### src/rtl/fetch_pkg.sv
// Shared types and widths for the fetch stage, ROM and decoder.
package fetch_pkg;

    localparam int A_DEF = 8;
    localparam int W_DEF = 9;

    localparam logic [W_DEF-1:0] HALT_INST = '1;

    typedef enum logic [1:0] {
        IDLE,
        RUN,
        HALTED
    } fetch_state_t;

    typedef enum logic [1:0] {
        PC_INC,
        PC_ABS,
        PC_REL
    } pc_sel_t;

endpackage

### src/rtl/pc_next_calc.sv
// Combinational next-PC mux: increment, absolute target, or PC-relative target.
// Zero latency; no backpressure (pure function of its inputs).
module pc_next_calc
    import fetch_pkg::*;
#(
    parameter int A = A_DEF
) (
    input  logic [A-1:0] pc,
    input  logic [A-1:0] inst_pc,
    input  logic [A-1:0] target,
    input  pc_sel_t      sel,
    output logic [A-1:0] next_pc
);

    // The offset is already A bits wide, so sign extension followed by a
    // modulo-2**A add reduces to a plain A-bit add.
    always_comb begin
        next_pc = pc;
        case (sel)
            PC_INC:  next_pc = pc + A'(1);
            PC_ABS:  next_pc = target;
            PC_REL:  next_pc = inst_pc + target;
            default: next_pc = pc;
        endcase
    end

endmodule

### src/rtl/prog_ctr_fetch.sv
// Program counter and fetch stage: drives the ROM address, registers the returned word,
// resolves branches from decode with a one-bubble squash, and detects the halt word.
// One-cycle fetch latency; Stall freezes fetch state while CycleCount keeps counting.
module prog_ctr_fetch
    import fetch_pkg::*;
#(
    parameter int            A     = A_DEF,
    parameter int            W     = W_DEF,
    parameter logic [A-1:0]  START = '0,
    parameter int            CW    = 16
) (
    input  logic          Clk,
    input  logic          Reset,
    input  logic          Start,
    input  logic          Stall,
    input  logic          BranchAbs,
    input  logic          BranchRel,
    input  logic [A-1:0]  Target,
    input  logic [W-1:0]  InstIn,
    output logic [A-1:0]  InstAddress,
    output logic [W-1:0]  InstReg,
    output logic [A-1:0]  InstPC,
    output logic          InstValid,
    output logic          Done,
    output logic [CW-1:0] CycleCount
);

    fetch_state_t state, state_next;
    logic [A-1:0] pc, next_pc;
    pc_sel_t      pc_sel;
    logic         start_run, load_pc, fetch, squash, halt;

    pc_next_calc #(.A(A)) u_pc_next_calc (
        .pc      (pc),
        .inst_pc (InstPC),
        .target  (Target),
        .sel     (pc_sel),
        .next_pc (next_pc)
    );

    assign InstAddress = pc;

    always_comb begin
        state_next = state;
        pc_sel     = PC_INC;
        start_run  = 1'b0;
        load_pc    = 1'b0;
        fetch      = 1'b0;
        squash     = 1'b0;
        halt       = 1'b0;
        case (state)
            IDLE, HALTED: begin
                if (Start) begin
                    start_run  = 1'b1;
                    state_next = RUN;
                end
            end
            RUN: begin
                if (!Stall) begin
                    if (InstValid && (&InstReg)) begin
                        halt       = 1'b1;
                        state_next = HALTED;
                    end else if (InstValid && BranchAbs) begin
                        pc_sel  = PC_ABS;
                        load_pc = 1'b1;
                        squash  = 1'b1;
                    end else if (InstValid && BranchRel) begin
                        pc_sel  = PC_REL;
                        load_pc = 1'b1;
                        squash  = 1'b1;
                    end else begin
                        pc_sel  = PC_INC;
                        load_pc = 1'b1;
                        fetch   = 1'b1;
                    end
                end
            end
            default: state_next = IDLE;
        endcase
    end

    always_ff @(posedge Clk) begin
        if (Reset) begin
            state      <= IDLE;
            pc         <= '0;
            InstReg    <= '0;
            InstPC     <= '0;
            InstValid  <= 1'b0;
            Done       <= 1'b0;
            CycleCount <= '0;
        end else begin
            state <= state_next;
            if (start_run) begin
                pc         <= START;
                InstValid  <= 1'b0;
                CycleCount <= '0;
                Done       <= 1'b0;
            end
            if (state == RUN && CycleCount != '1) begin
                CycleCount <= CycleCount + CW'(1);
            end
            if (load_pc) begin
                pc <= next_pc;
            end
            if (fetch) begin
                InstReg   <= InstIn;
                InstPC    <= pc;
                InstValid <= 1'b1;
            end
            if (squash) begin
                InstValid <= 1'b0;
            end
            if (halt) begin
                Done      <= 1'b1;
                InstValid <= 1'b0;
            end
        end
    end

endmodule

### config.mk
export PLATFORM = sky130hd
export DESIGN_NAME = prog_ctr_fetch
export DESIGN_NICKNAME = d
export VERILOG_FILES = /design/src/rtl/fetch_pkg.sv /design/src/rtl/pc_next_calc.sv /design/src/rtl/prog_ctr_fetch.sv
export SDC_FILE = /design/constraint.sdc
export NUM_CORES = 1
export LEC_CHECK = 0
export CORE_MARGIN = 4
export CORE_UTILIZATION = 49
export CTS_CLUSTER_SIZE = 12
export DETAILED_ROUTE_END_ITERATION = 8
export HOLD_SLACK_MARGIN = 0.05
export PLACE_DENSITY = 0.85
export SYNTH_ARGS = -nofsm -noshare
export SYNTH_HDL_FRONTEND = slang
export SYNTH_SLANG_ARGS = --single-unit
### constraint.sdc
create_clock -name Clk -period 3.3 [get_ports Clk]
set_clock_uncertainty 0.15 [all_clocks]
set_input_delay 0.825 -clock Clk [delete_from_list [all_inputs] [get_ports Clk]]
set_output_delay 0.825 -clock Clk [all_outputs]
set_load 0.05 [all_outputs]
; ---- After elaboration in Yosys (flattened, before gate mapping)
; Index checks and enable logic that the tools add are counted.
[word_totals]
output_inout_bits = 43
ramBits = 0
mem_count = 0
latch_bits = 0
rom_bits = 0
register_bits = 45
[op_classes]
eq_ne = 9
n_addsub = 3
mul = 0
div_mod_pow = 0
reduce_logical = 15
bitwise = 0
magnitude_cmp = 0
muxes = 35
shifts = 0
[op_table]
columns = operator, n
row1 = $mux W16, 2
row2 = $pmux W8 S3, 1
row3 = $mux W1, 21
row4 = $add A16 B1 Y16 const B, 1
row5 = $mux W2, 8
row6 = $mux W8, 2
row7 = $ne A16 B16 Y1 const B, 1
row8 = $reduce_and A9 Y1, 1
row9 = $add A8 B1 Y8 const B, 1
row10 = $add A8 B8 Y8, 1
row11 = $reduce_bool A2 Y1, 4
row12 = $ne A2 B2 Y1 const B, 3
row13 = $eq A2 B1 Y1 const B, 2
row14 = $eq A2 B2 Y1 const B, 2
row15 = $logic_and A1 B1 Y1, 4
row16 = $logic_not A2 Y1, 2
row17 = $ne A4 B1 Y1 const B, 1
row18 = $pmux W2 S2, 1
row19 = $reduce_and A3 Y1, 1
row20 = $reduce_or A3 Y1, 1
row21 = $reduce_and A2 Y1, 1
row22 = $reduce_or A2 Y1, 1

; ---- Longest topological paths before layout
; Gate-level depths: netlist of run 1.
[depth]
ltp_word = 9
mapped_depth = 12

; ---- Cells and area by module
; From an unflattened synthesis of run 1, not the netlist that was laid out.
[hier_totals]
hier_cells = 322
hier_area_um2 = 2596.2
[modules_own_cells]
columns = mod, n_inst, area_each_um2, cells_per_inst, seq_area_each_um2
row1 = prog_ctr_fetch, 1, 1970.6, 246, 900.9
row2 = pc_next_calc, 1, 625.6, 76, 0.0

; ---- Worst setup path before layout of run 1
; Ideal clock, no wire load.
[synth_timing]
path_kind = reg-to-reg
start = register InstValid
end = register pc[1], in the netlist InstAddress[1]
t_arrival_ps = 2711
setup_slack_ps = 312
setup_time_ps = 128
stages_incl_launch_ff = 13
synth_period_minus_slack_ps = 2988
path_cell_list = dfxtp_1 nand4_1 o311a_1 buf_2 and3_1 ha_1 clkbuf_1 clkbuf_1 nor2_1 a21oi_1 nor2_1 a31oi_1 nor2_1
[synth_between]
elab_chain_cells = 9
elab_cells_between_ends = 19
[synth_rtl]
columns = item, line
row1 = "start, declared", prog_ctr_fetch.sv:23  ; output logic InstValid,
row2 = "start signal, assigned", prog_ctr_fetch.sv:88  ; InstValid <= 1'b0;
row3 = "start signal, assigned", prog_ctr_fetch.sv:95  ; InstValid <= 1'b0;
row4 = "start signal, assigned", prog_ctr_fetch.sv:108  ; InstValid <= 1'b1;
row5 = $logic_and A1 B1 Y1, prog_ctr_fetch.sv:67  ; end else if (InstValid && BranchRel) begin
row6 = $mux W2, prog_ctr_fetch.sv:67
row7 = $mux W2, prog_ctr_fetch.sv:63  ; end else if (InstValid && BranchAbs) begin
row8 = $mux W2, prog_ctr_fetch.sv:60  ; if (InstValid && (&InstReg)) begin
row9 = $mux W2, prog_ctr_fetch.sv:59  ; if (!Stall) begin
row10 = $mux W2, prog_ctr_fetch.sv:51  ; case (state)
row11 = "$eq A2 B2 Y1, or another cell as far along", pc_next_calc.sv:19  ; case (sel)
row12 = $pmux W8 S3 / $ne A4 B1 Y1 (equally long branches), -
row13 = $mux W8 / $reduce_and A2 Y1 (equally long branches), -
row14 = "end signal, assigned", prog_ctr_fetch.sv:103  ; pc <= next_pc;
row15 = "end, declared", prog_ctr_fetch.sv:29  ; logic [A-1:0] pc, next_pc;
; Parallel ways exist; a longest one is shown, timed or not.
; A chain may end at the register's enable or synchronous reset.

; ---- Worst setup path after layout of run 1
[layout_timing]
start = input Target[0]
end = register pc[6], in the netlist InstAddress[6]
[layout_between]
elab_chain_cells = 3
[layout_rtl]
columns = item, line
row1 = "start, declared", prog_ctr_fetch.sv:18  ; input logic [A-1:0] Target,
row2 = $add A8 B8 Y8, pc_next_calc.sv:22  ; PC_REL: next_pc = inst_pc + target;
row3 = $pmux W8 S3, pc_next_calc.sv:19
row4 = $mux W8, prog_ctr_fetch.sv:102  ; if (load_pc) begin
; No other way between the ends.

==> flow_metrics.tcl, run 1 <==
set metrics [dict create \
    track_usage 0.218 \
    finalSetupTns_ps 0 \
    crit_type "primary input to flip-flop" \
    cts_buffer_depth 2 \
    slew_headroom 0.619 \
    worstPathArrival_ps 2870 \
    netlist_instances 302 \
    root_buffer "clkbuf_8" \
    synth_cell_types 49 \
    post-route-min-period_ps 2850 \
    post-cts-setup-buffers 0 \
    hpwlAfterDp_microns 4800 \
    drv_cap 0 \
    reg2reg_slack_ps 760 \
    ys_warn_count 0 \
    wl_microns 6550 \
    crit_fanout 3 \
    ant_nets 0 \
    grt-busiest-layer "met2" \
    num_io_pins 66 \
    hp-class "flip-flop to flip-flop" \
    p_switching_mw 0.291 \
    gp_congestion 0.850 \
    p_per_area_nw_per_um2 318 \
    vias 2513 \
    antenna_cells 0 \
    grt_pass1_vias 2468 \
    r2r-start "CycleCount[0]" \
    synth_flop_cell "dfxtp_1" \
    met2_usage 0.363 \
    cts_resized 0 \
    synth_top_area_cell "dfxtp_1" \
    die_w_microns 80.1 \
    postPlaceCellArea_sq_um 3260 \
    ys_seq_elements 45 \
    worst_setup_path_end_kind "flip-flop" \
    grt_overflow 0 \
    synth_area_leaders "dfxtp_1 35%, mux2i_1 6.7%, nor2_1 6.1%" \
    start_kind "primary input" \
    cts.htree.levels 2 \
    drt-vias-per-instance 5.79 \
    swShare 0.274 \
    initial_core_util 0.521 \
    num_rows 25 \
    core_sq_um 4880 \
    dr.first_iter.drc_count 199 \
    final_cell_mix "65 x clkdlybuf4s50_1, 45 x dfxtp_1, 41 x nor2_1" \
    hold_viol 0 \
    grt_start_max_net_pins 50 \
    wl_per_cell_microns 15.1 \
    ir_drop_mv 0.257 \
    grt_pass1_wl_microns 11200 \
    regToRegEndpoint "CycleCount[9]" \
    hold_buffers 0 \
    finalCritPeriodShare 0.864 \
    slew_viol_final 0 \
    clkLatencyLatePin_ps 300 \
    fin_area_sq_um 3340 \
    drive_above_1_share 0.0572 \
    antenna_found_initial 0 \
    nets 401 \
    min-delay-start "Done" \
    p_int_mw 0.770 \
    syn_area_sq_um 2540 \
    area_growth_pct 31.4 \
    cp_data_required_time_ps 3320 \
    drtPass1Iterations 4 \
    power_frac_clock 0.316 \
    hold_depth 2 \
    port_buffers 65 \
    rsz0062_at_grt "no" \
    path_clk_slew_ps 80 \
    drc 0 \
    final_cells 434 \
    async_flop_share 0 \
    status "complete, no violations" \
    grt_util_met1 0.266 \
    cts_buffers 5 \
    cts_sinks 45 \
    setup_viol 0 \
    synth_top_area_share 0.354 \
    cts_tree "done" \
    pwr-share-comb 0.156 \
    tightest_slew_ps 569 \
    p_leak_nw 1.28 \
    final_common_cell "clkdlybuf4s50_1" \
    p_seq_frac 0.528 \
    dieArea_sq_um 6410 \
    grt_use_met3 0.0561 \
    n_fill_cell 433 \
    reg2reg_depth 8 \
    avgSynthCellArea_sq_um 8.42 \
    yosysSeqAreaShare 0.354 \
    dpl.cell_count 426 \
    synth_edf_count 0 \
    clock.fmax_mhz 351 \
    min_to "Done" \
    chipHeight_microns 80.1 \
    syn_nets 337 \
]
[worst max-delay path by stage]
stage / start / endpoint / slack (ps) / cells after the start
3_5_place_dp: Target[0] / InstAddress[6] / 140 / 9
5_1_grt: Target[0] / InstAddress[6] / 260 / 9
3_3_place_gp: Target[0] / InstAddress[6] / 170 / 9
2_1_floorplan: InstValid / InstAddress[1] / 310 / 12
4_1_cts: Target[0] / InstAddress[6] / 450 / 9
6_report: Target[0] / InstAddress[6] / 450 / 9
[per-layer routing]
metal / up-vias / routed length, microns
li1: 1241 / -
met1: 1163 / 2890
met2: 99 / 3080
met3: 10 / 480
met4: 0 / 106
met5: - / 0
[state kept, by name, indices dropped and copies added, names as in the netlist]
register     flops
CycleCount      16
InstReg          9
InstAddress      8
InstPC           8
state            2
Done             1
InstValid        1
[per-stage QoR]
stage                     setup WS [ps]  total power [mW]  hold WS, ps   util
after floorplan                     312             0.672          313      -
after global placement              169             0.735          328  0.668
after detailed placement            141             0.738          338  0.668
after CTS                           453              1.07          361  0.685
after global routing                260              1.11          395  0.685
final                               448              1.06          363  0.685
[cell type report]
class	count	area, sq um	area share
clock buffer	7	76.3	0.0228
clock inverter	1	7.51	0.00225
inverter	6	22.5	0.00674
multi-input combinational	236	1550	0.463
sequential	45	901	0.269
tap	67	83.8	0.0251
timing repair buffer	72	703	0.210
[synth_stat cells, types with 2 or more instances]
library cell / n
nor2b_1: 3
and3_1: 5
nor2_1: 41
nand4_1: 7
ha_1: 11
nand3b_1: 4
a31oi_1: 8
o31ai_1: 4
a311oi_1: 4
mux2i_1: 17
nand4b_1: 4
dfxtp_1: 45
a21o_1: 4
nand2_1: 17
and2_1: 2
or2_2: 2
nand3_1: 12
buf_2: 3
inv_1: 6
nand2b_1: 4
o22ai_1: 2
and3_4: 2
or3_1: 3
a211o_1: 2
a21oi_1: 20
xor2_1: 5
nor3_1: 5
nor4_1: 3
xnor2_1: 7
clkbuf_1: 10
a211oi_1: 4
o21ai_0: 13
a22oi_1: 2
a221oi_1: 6
[worst max-delay path, cell delays in order]
cell	delay (ps)
clkdlybuf4s50_1	430
ha_1	250
fa_1	420
a211oi_1	220
o21bai_1	110
a21oi_1	180
xnor2_1	90
a221oi_1	250
o31ai_1	100
[cells by family (layout without fill, tap and decap cells)]
| logic type | count (synthesis) | after routing | share of synthesized area |
|---|---|---|---|
| xor+xnor | 12 | 12 | 0.0413 |
| compound gates | 76 | 76 | 0.197 |
| buf+inv | 21 | 86 | 0.0369 |
| simple gates | 119 | 119 | 0.242 |
| fa+ha+maj | 12 | 12 | 0.0620 |
| flops | 45 | 45 | 0.354 |
| mux | 17 | 17 | 0.0669 |
[power groups by stage]
| stage | Combinational, mW | Sequential, mW | Clock (mW) |
|---|---|---|---|
| CTS | 0.166 | 0.560 | 0.345 |
| detailed placement | 0.165 | 0.573 | 0 |
| global route | 0.178 | 0.562 | 0.374 |
| global placement | 0.163 | 0.573 | 0 |
| finish | 0.165 | 0.560 | 0.336 |
| floorplan | 0.0737 | 0.598 | 0 |
Note: power is estimated with default switching activity, not from simulation.
==> inputs of run 2 (changes only) <==
--- a/config.mk
+++ b/config.mk
@@ -11,6 +11,7 @@
 export DETAILED_ROUTE_END_ITERATION = 8
 export HOLD_SLACK_MARGIN = 0.05
 export PLACE_DENSITY = 0.85
+export SETUP_SLACK_MARGIN = 0.5
 export SYNTH_ARGS = -nofsm -noshare
 export SYNTH_HDL_FRONTEND = slang
 export SYNTH_SLANG_ARGS = --single-unit
==> run 2 against run 1 <==
Via count rose by 1.7%; final cell count grew 0.23%; setup slack better by 59 ps; highest routed layer unchanged; non-clock buffer count increased by 2; hold slack got worse by 9.2 ps.
==> flow_metrics.tcl, run 2 (synthesis results as in run 1) <==
set metrics [dict create \
    min-delay-start "CycleCount[1]" \
    setup_ws_ps 506 \
    reg2reg_slack_ps 830 \
    clock.fmax_mhz 358 \
    drc 0 \
    rsz0062_at_grt "no" \
    cts_buffer_depth 2 \
    core_sq_um 4880 \
    track_usage 0.212 \
    num_io_pins 66 \
    drtPass1Iterations 5 \
    root_buffer "clkbuf_8" \
    worstPathArrival_ps 2810 \
    cts_tree "done" \
    slew_viol_final 0 \
    cts_buffers 5 \
    dieArea_sq_um 6410 \
    antenna_found_initial 0 \
    grt_start_max_net_pins 50 \
    finalSetupTns_ps 0 \
    path_cells "clkdlybuf4s50_1, ha_1, a211oi_2, nor2_1, a21oi_2, xnor2_1, a221oi_2, o31ai_1" \
    ant_nets 0 \
    chipHeight_microns 80.1 \
    tightest_slew_ps 604 \
    cts_sinks 45 \
    wl_per_cell_microns 15.4 \
    area_growth_pct 35.7 \
    cp_data_required_time_ps 3320 \
    fin_area_sq_um 3450 \
    dpl.cell_count 426 \
    grt_pass1_wl_microns 11100 \
    reg2reg_depth 8 \
    hp-class "flip-flop to flip-flop" \
    gp_congestion 0.834 \
    min_to "CycleCount[1]" \
    initial_core_util 0.521 \
    status "complete, no violations" \
    largestRegisters "CycleCount (16), InstReg (9)" \
    drive_above_1_share 0.120 \
    port_buffers 65 \
    ir_drop_mv 0.280 \
    worst_setup_path_end_kind "flip-flop" \
    final_cells 435 \
    slowest_stage "clkdlybuf4s50_1" \
    hold_viol 0 \
    drt-vias-per-instance 5.87 \
    place_ws_ps 67.8 \
    top_register "CycleCount" \
    vias 2555 \
    final_common_cell "clkdlybuf4s50_1" \
    finalCritPeriodShare 0.847 \
    hold_buffers 0 \
    wl_microns 6700 \
    crit_type "primary input to flip-flop" \
    post-route-min-period_ps 2790 \
    final_cell_mix "63 x clkdlybuf4s50_1, 41 x nor2_1, 35 x dfxtp_1" \
    dr.first_iter.drc_count 193 \
    p_leak_nw 1.33 \
    cts.htree.levels 2 \
    grt_pass1_vias 2445 \
    p_per_area_nw_per_um2 313 \
    nets 403 \
    largest_register_ff_count 16 \
    slowest_delay_ps 490 \
    antenna_cells 0 \
    start_kind "primary input" \
    drv_cap 0 \
    grt_overflow 0 \
    path_clk_slew_ps 80 \
    setup_viol 0 \
    die_w_microns 80.1 \
    slew_headroom 0.596 \
    hold_depth 2 \
    hpwlAfterDp_microns 4670 \
    clkLatencyLatePin_ps 290 \
    finalPower_mw 1.08 \
    crit_fanout 3 \
    num_rows 25 \
    regToRegEndpoint "CycleCount[3]" \
    r2r-start "CycleCount[0]" \
    postPlaceCellArea_sq_um 3270 \
]
-- run 2: how the worst max path moves through the flow --
stage	slack [ps]	to	startpoint
2_1_floorplan	520	InstAddress[1]	InstValid
3_3_place_gp	160	InstAddress[7]	Stall
3_5_place_dp	70	InstAddress[7]	Stall
4_1_cts	470	InstAddress[7]	Stall
5_1_grt	430	InstAddress[5]	Target[1]
6_report	510	InstAddress[5]	Target[1]
-- run 2: cell type report --
type | instances | area (sq um)
Timing Repair Buffer | 74 | 723
Inverter | 6 | 22.5
Multi-Input combinational cell | 236 | 1620
Sequential cell | 45 | 913
Fill cell | 403 | 1430
Clock buffer | 7 | 86.3
Tap cell | 67 | 83.8
-- run 2: worst max-delay path: cells and delay by family --
family          cells  cell delay [ps]
compound gates      4              900
xor+xnor            1              110
fa+ha+maj           1              360
buf+inv             1              490
simple gates        1              140
-- run 2: per-layer routing --
metal	global-route usage	share of wire
met1	0.271	0.44
met2	0.358	0.46
met3	0.0527	0.070
met4	0.0507	0.024
met5	0	0
-- run 2: what timing repair did --
item,CTS,global route
endpoints found under the setup margin,5,8
pin swaps,0,4
cloned,0,0
resized for setup,3,15
setup buffers,0,2
-- run 2: power breakdown --
part	switching (mW)	internal, mW	total (mW)
clock	0.180	0.166	0.346
sequential	0.00920	0.552	0.562
combinational	0.100	0.0713	0.171
-- run 2: stage by stage --
| stage | hold WS [ps] | util |
|---|---|---|
| 6_report | 354 | 0.707 |
| 3_3_place_gp | 325 | 0.671 |
| 2_1_floorplan | 313 | - |
| 5_1_grt | 382 | 0.707 |
| 3_5_place_dp | 342 | 0.671 |
| 4_1_cts | 360 | 0.690 |
==> inputs of run 3 (changes only) <==
--- a/config.mk
+++ b/config.mk
@@ -6,11 +6,11 @@
 export NUM_CORES = 1
 export LEC_CHECK = 0
 export CORE_MARGIN = 4
-export CORE_UTILIZATION = 49
+export CORE_UTILIZATION = 44
 export CTS_CLUSTER_SIZE = 12
 export DETAILED_ROUTE_END_ITERATION = 8
 export HOLD_SLACK_MARGIN = 0.05
-export PLACE_DENSITY = 0.85
+export PLACE_DENSITY = 0.81
 export SETUP_SLACK_MARGIN = 0.5
 export SYNTH_ARGS = -nofsm -noshare
 export SYNTH_HDL_FRONTEND = slang
==> constraint.sdc (replaced) <==
create_clock -name Clk -period 2.5 [get_ports Clk]
set_clock_uncertainty 0.15 [all_clocks]
set_input_delay 0.625 -clock Clk [delete_from_list [all_inputs] [get_ports Clk]]
set_output_delay 0.625 -clock Clk [all_outputs]
set_load 0.05 [all_outputs]
==> run 3 against run 2 <==
Core utilization is 2.0 points higher; final cell count rose by 11%; global-route usage fell by 0.46 points; cell area is 17% higher; non-clock buffer count is 41 higher; clock-buffer cell count did not move; total power up 36%; highest routed layer unchanged; clock power rose by 29%; routed wire length rose by 16%.
==> flow_metrics.tcl, run 3 (synthesis results as in run 1) <==
set metrics [dict create \
    status "complete, no violations" \
    cts_buffer_depth 2 \
    wl_met3_microns 428 \
    slowest_delay_ps 400 \
    top_layer "met4" \
    wl_per_cell_microns 16.1 \
    die_w_microns 84.0 \
    worstPathArrival_ps 2420 \
    top_register "CycleCount" \
    grt_overflow 0 \
    drtPass1Iterations 4 \
    dieArea_sq_um 7060 \
    rsz0062_at_grt "yes" \
    p_seq_frac 0.498 \
    num_rows 27 \
    post-route-min-period_ps 2390 \
    finalCritPeriodShare 0.956 \
    clock.fmax_mhz 418 \
    drt-vias-per-instance 5.62 \
    start_kind "flip-flop" \
    reg2reg_slack_ps 110 \
    crit_type "flip-flop to flip-flop" \
    root_buffer "clkbuf_8" \
    antenna_found_initial 0 \
    drc 0 \
    cts_buffers 5 \
    setup_viol 0 \
    final_cell_mix "42 x buf_4, 39 x nor2_1, 21 x dfxtp_1" \
    ir_drop_mv 0.216 \
    hold_buffers 0 \
    port_buffers 65 \
    cts.htree.levels 2 \
    grt_pass1_wl_microns 12400 \
    power_frac_clock 0.304 \
    vias 2711 \
    ant_nets 0 \
    slew_viol_final 0 \
    slew_headroom 0.665 \
    tightest_slew_ps 504 \
    finalPower_mw 1.47 \
    num_io_pins 66 \
    p_int_mw 1.05 \
    wl_microns 7780 \
    utilization 0.728 \
    cp_data_required_time_ps 2530 \
    clkLatencyLatePin_ps 300 \
    p_per_area_nw_per_um2 364 \
    swShare 0.282 \
    drt-met1-wl_microns 3400 \
    hpwlAfterDp_microns 5150 \
    grt_start_max_net_pins 50 \
    drv_cap 0 \
    dr.first_iter.drc_count 186 \
    path_clk_slew_ps 80 \
    cts_tree "done" \
    drive_above_1_share 0.359 \
    largest_register_ff_count 16 \
    pwr-share-comb 0.199 \
    hold_viol 0 \
    p_switching_mw 0.414 \
    gp_congestion 0.818 \
    largestRegisters "CycleCount (16), InstReg (9)" \
    crit_fanout 6 \
    antenna_cells 0 \
    track_usage 0.208 \
    worst_setup_path_end_kind "flip-flop" \
    slowest_stage "o311a_4" \
    initial_core_util 0.459 \
    final_common_cell "buf_4" \
    core_sq_um 5540 \
    hp-class "flip-flop to flip-flop" \
    wl_met2_microns 3840 \
    p_leak_nw 1.70 \
    cts_sinks 45 \
    grt_pass1_vias 2651 \
    path_cells "nand4_1, o311a_4, nand4b_1, ha_4, buf_4, buf_8, buf_6, nor2_4, a221oi_2, o31ai_1" \
    area_growth_pct 58.5 \
    chipHeight_microns 84.0 \
    nets 444 \
]
-- run 3: cell types whose count changed in the layout (fill, tap and decap cells not counted), moves of 10 or more --
cell	delta
clkdlybuf4s50_1	-50
buf_4	+33
dfxtp_4	+15
dlygate4sd2_1	+15
clkdlybuf4s15_2	+14
dfxtp_1	-14
clkbuf_2	+10
-- run 3: stage by stage --
step                hold slack (ps)  instance area [sq um]  cells  setup WS (ps)  setup TNS [ps]
finish                          347                   4030    482            110               0
global placement                321                   3610    458           -332           -2240
floorplan                       313                   2680    302           20.6               0
CTS                             344                   3800    470            214               0
detailed placement              320                   3610    458           -451           -2730
global route                    355                   4030    482          -21.9           -21.9
-- run 3: worst max-delay path, delay by kind of cell (launching register included) --
family / cells / cell delay (ps)
adder cells (fa/ha/maj): 1 / 260
AND/OR/NAND/NOR: 3 / 400
flip-flops: 1 / 350
buffers and inverters: 3 / 390
AO/OA/AOI/OAI: 3 / 720
-- run 3: final timing paths --
kind	startpoint	to	cells after the start
setup / recovery	InstReg[0]	InstAddress[6]	10
hold reg to reg	CycleCount[12]	CycleCount[12]	1
setup reg to reg	InstReg[0]	InstAddress[6]	10
hold / removal	CycleCount[12]	CycleCount[12]	1
-- run 3: repair_timing --
action / in CTS / in global routing
cloned: 0 / 2
buffers inserted: 4 / 10
gates resized for setup: 108 / 53
pin swaps: 19 / 15
setup endpoints to repair: 68 / 45
-- run 3: cell type report --
cell class,count,area (sq um)
Inverter,6,22.5
Fill cell,418,1510
Tap cell,72,90.1
Sequential cell,45,968
Timing Repair Buffer,115,1070
Multi-Input combinational cell,236,1800
Clock buffer,7,76.3
Clock inverter,1,7.51
-- run 3: power by group through the flow --
stage | logic [mW] | clock network [mW] | registers (mW)
after floorplan | 0.101 | 0 | 0.781
after global placement | 0.247 | 0 | 0.747
after detailed placement | 0.251 | 0 | 0.747
after CTS | 0.257 | 0.469 | 0.730
after global routing | 0.311 | 0.491 | 0.732
final | 0.291 | 0.445 | 0.730
-- run 3: routing by layer --
layer / up-vias / track usage
li1: 1332 / -
met1: 1290 / 0.261
met2: 79 / 0.357
met3: 10 / 0.0464
met4: 0 / 0.0526
met5: - / 0
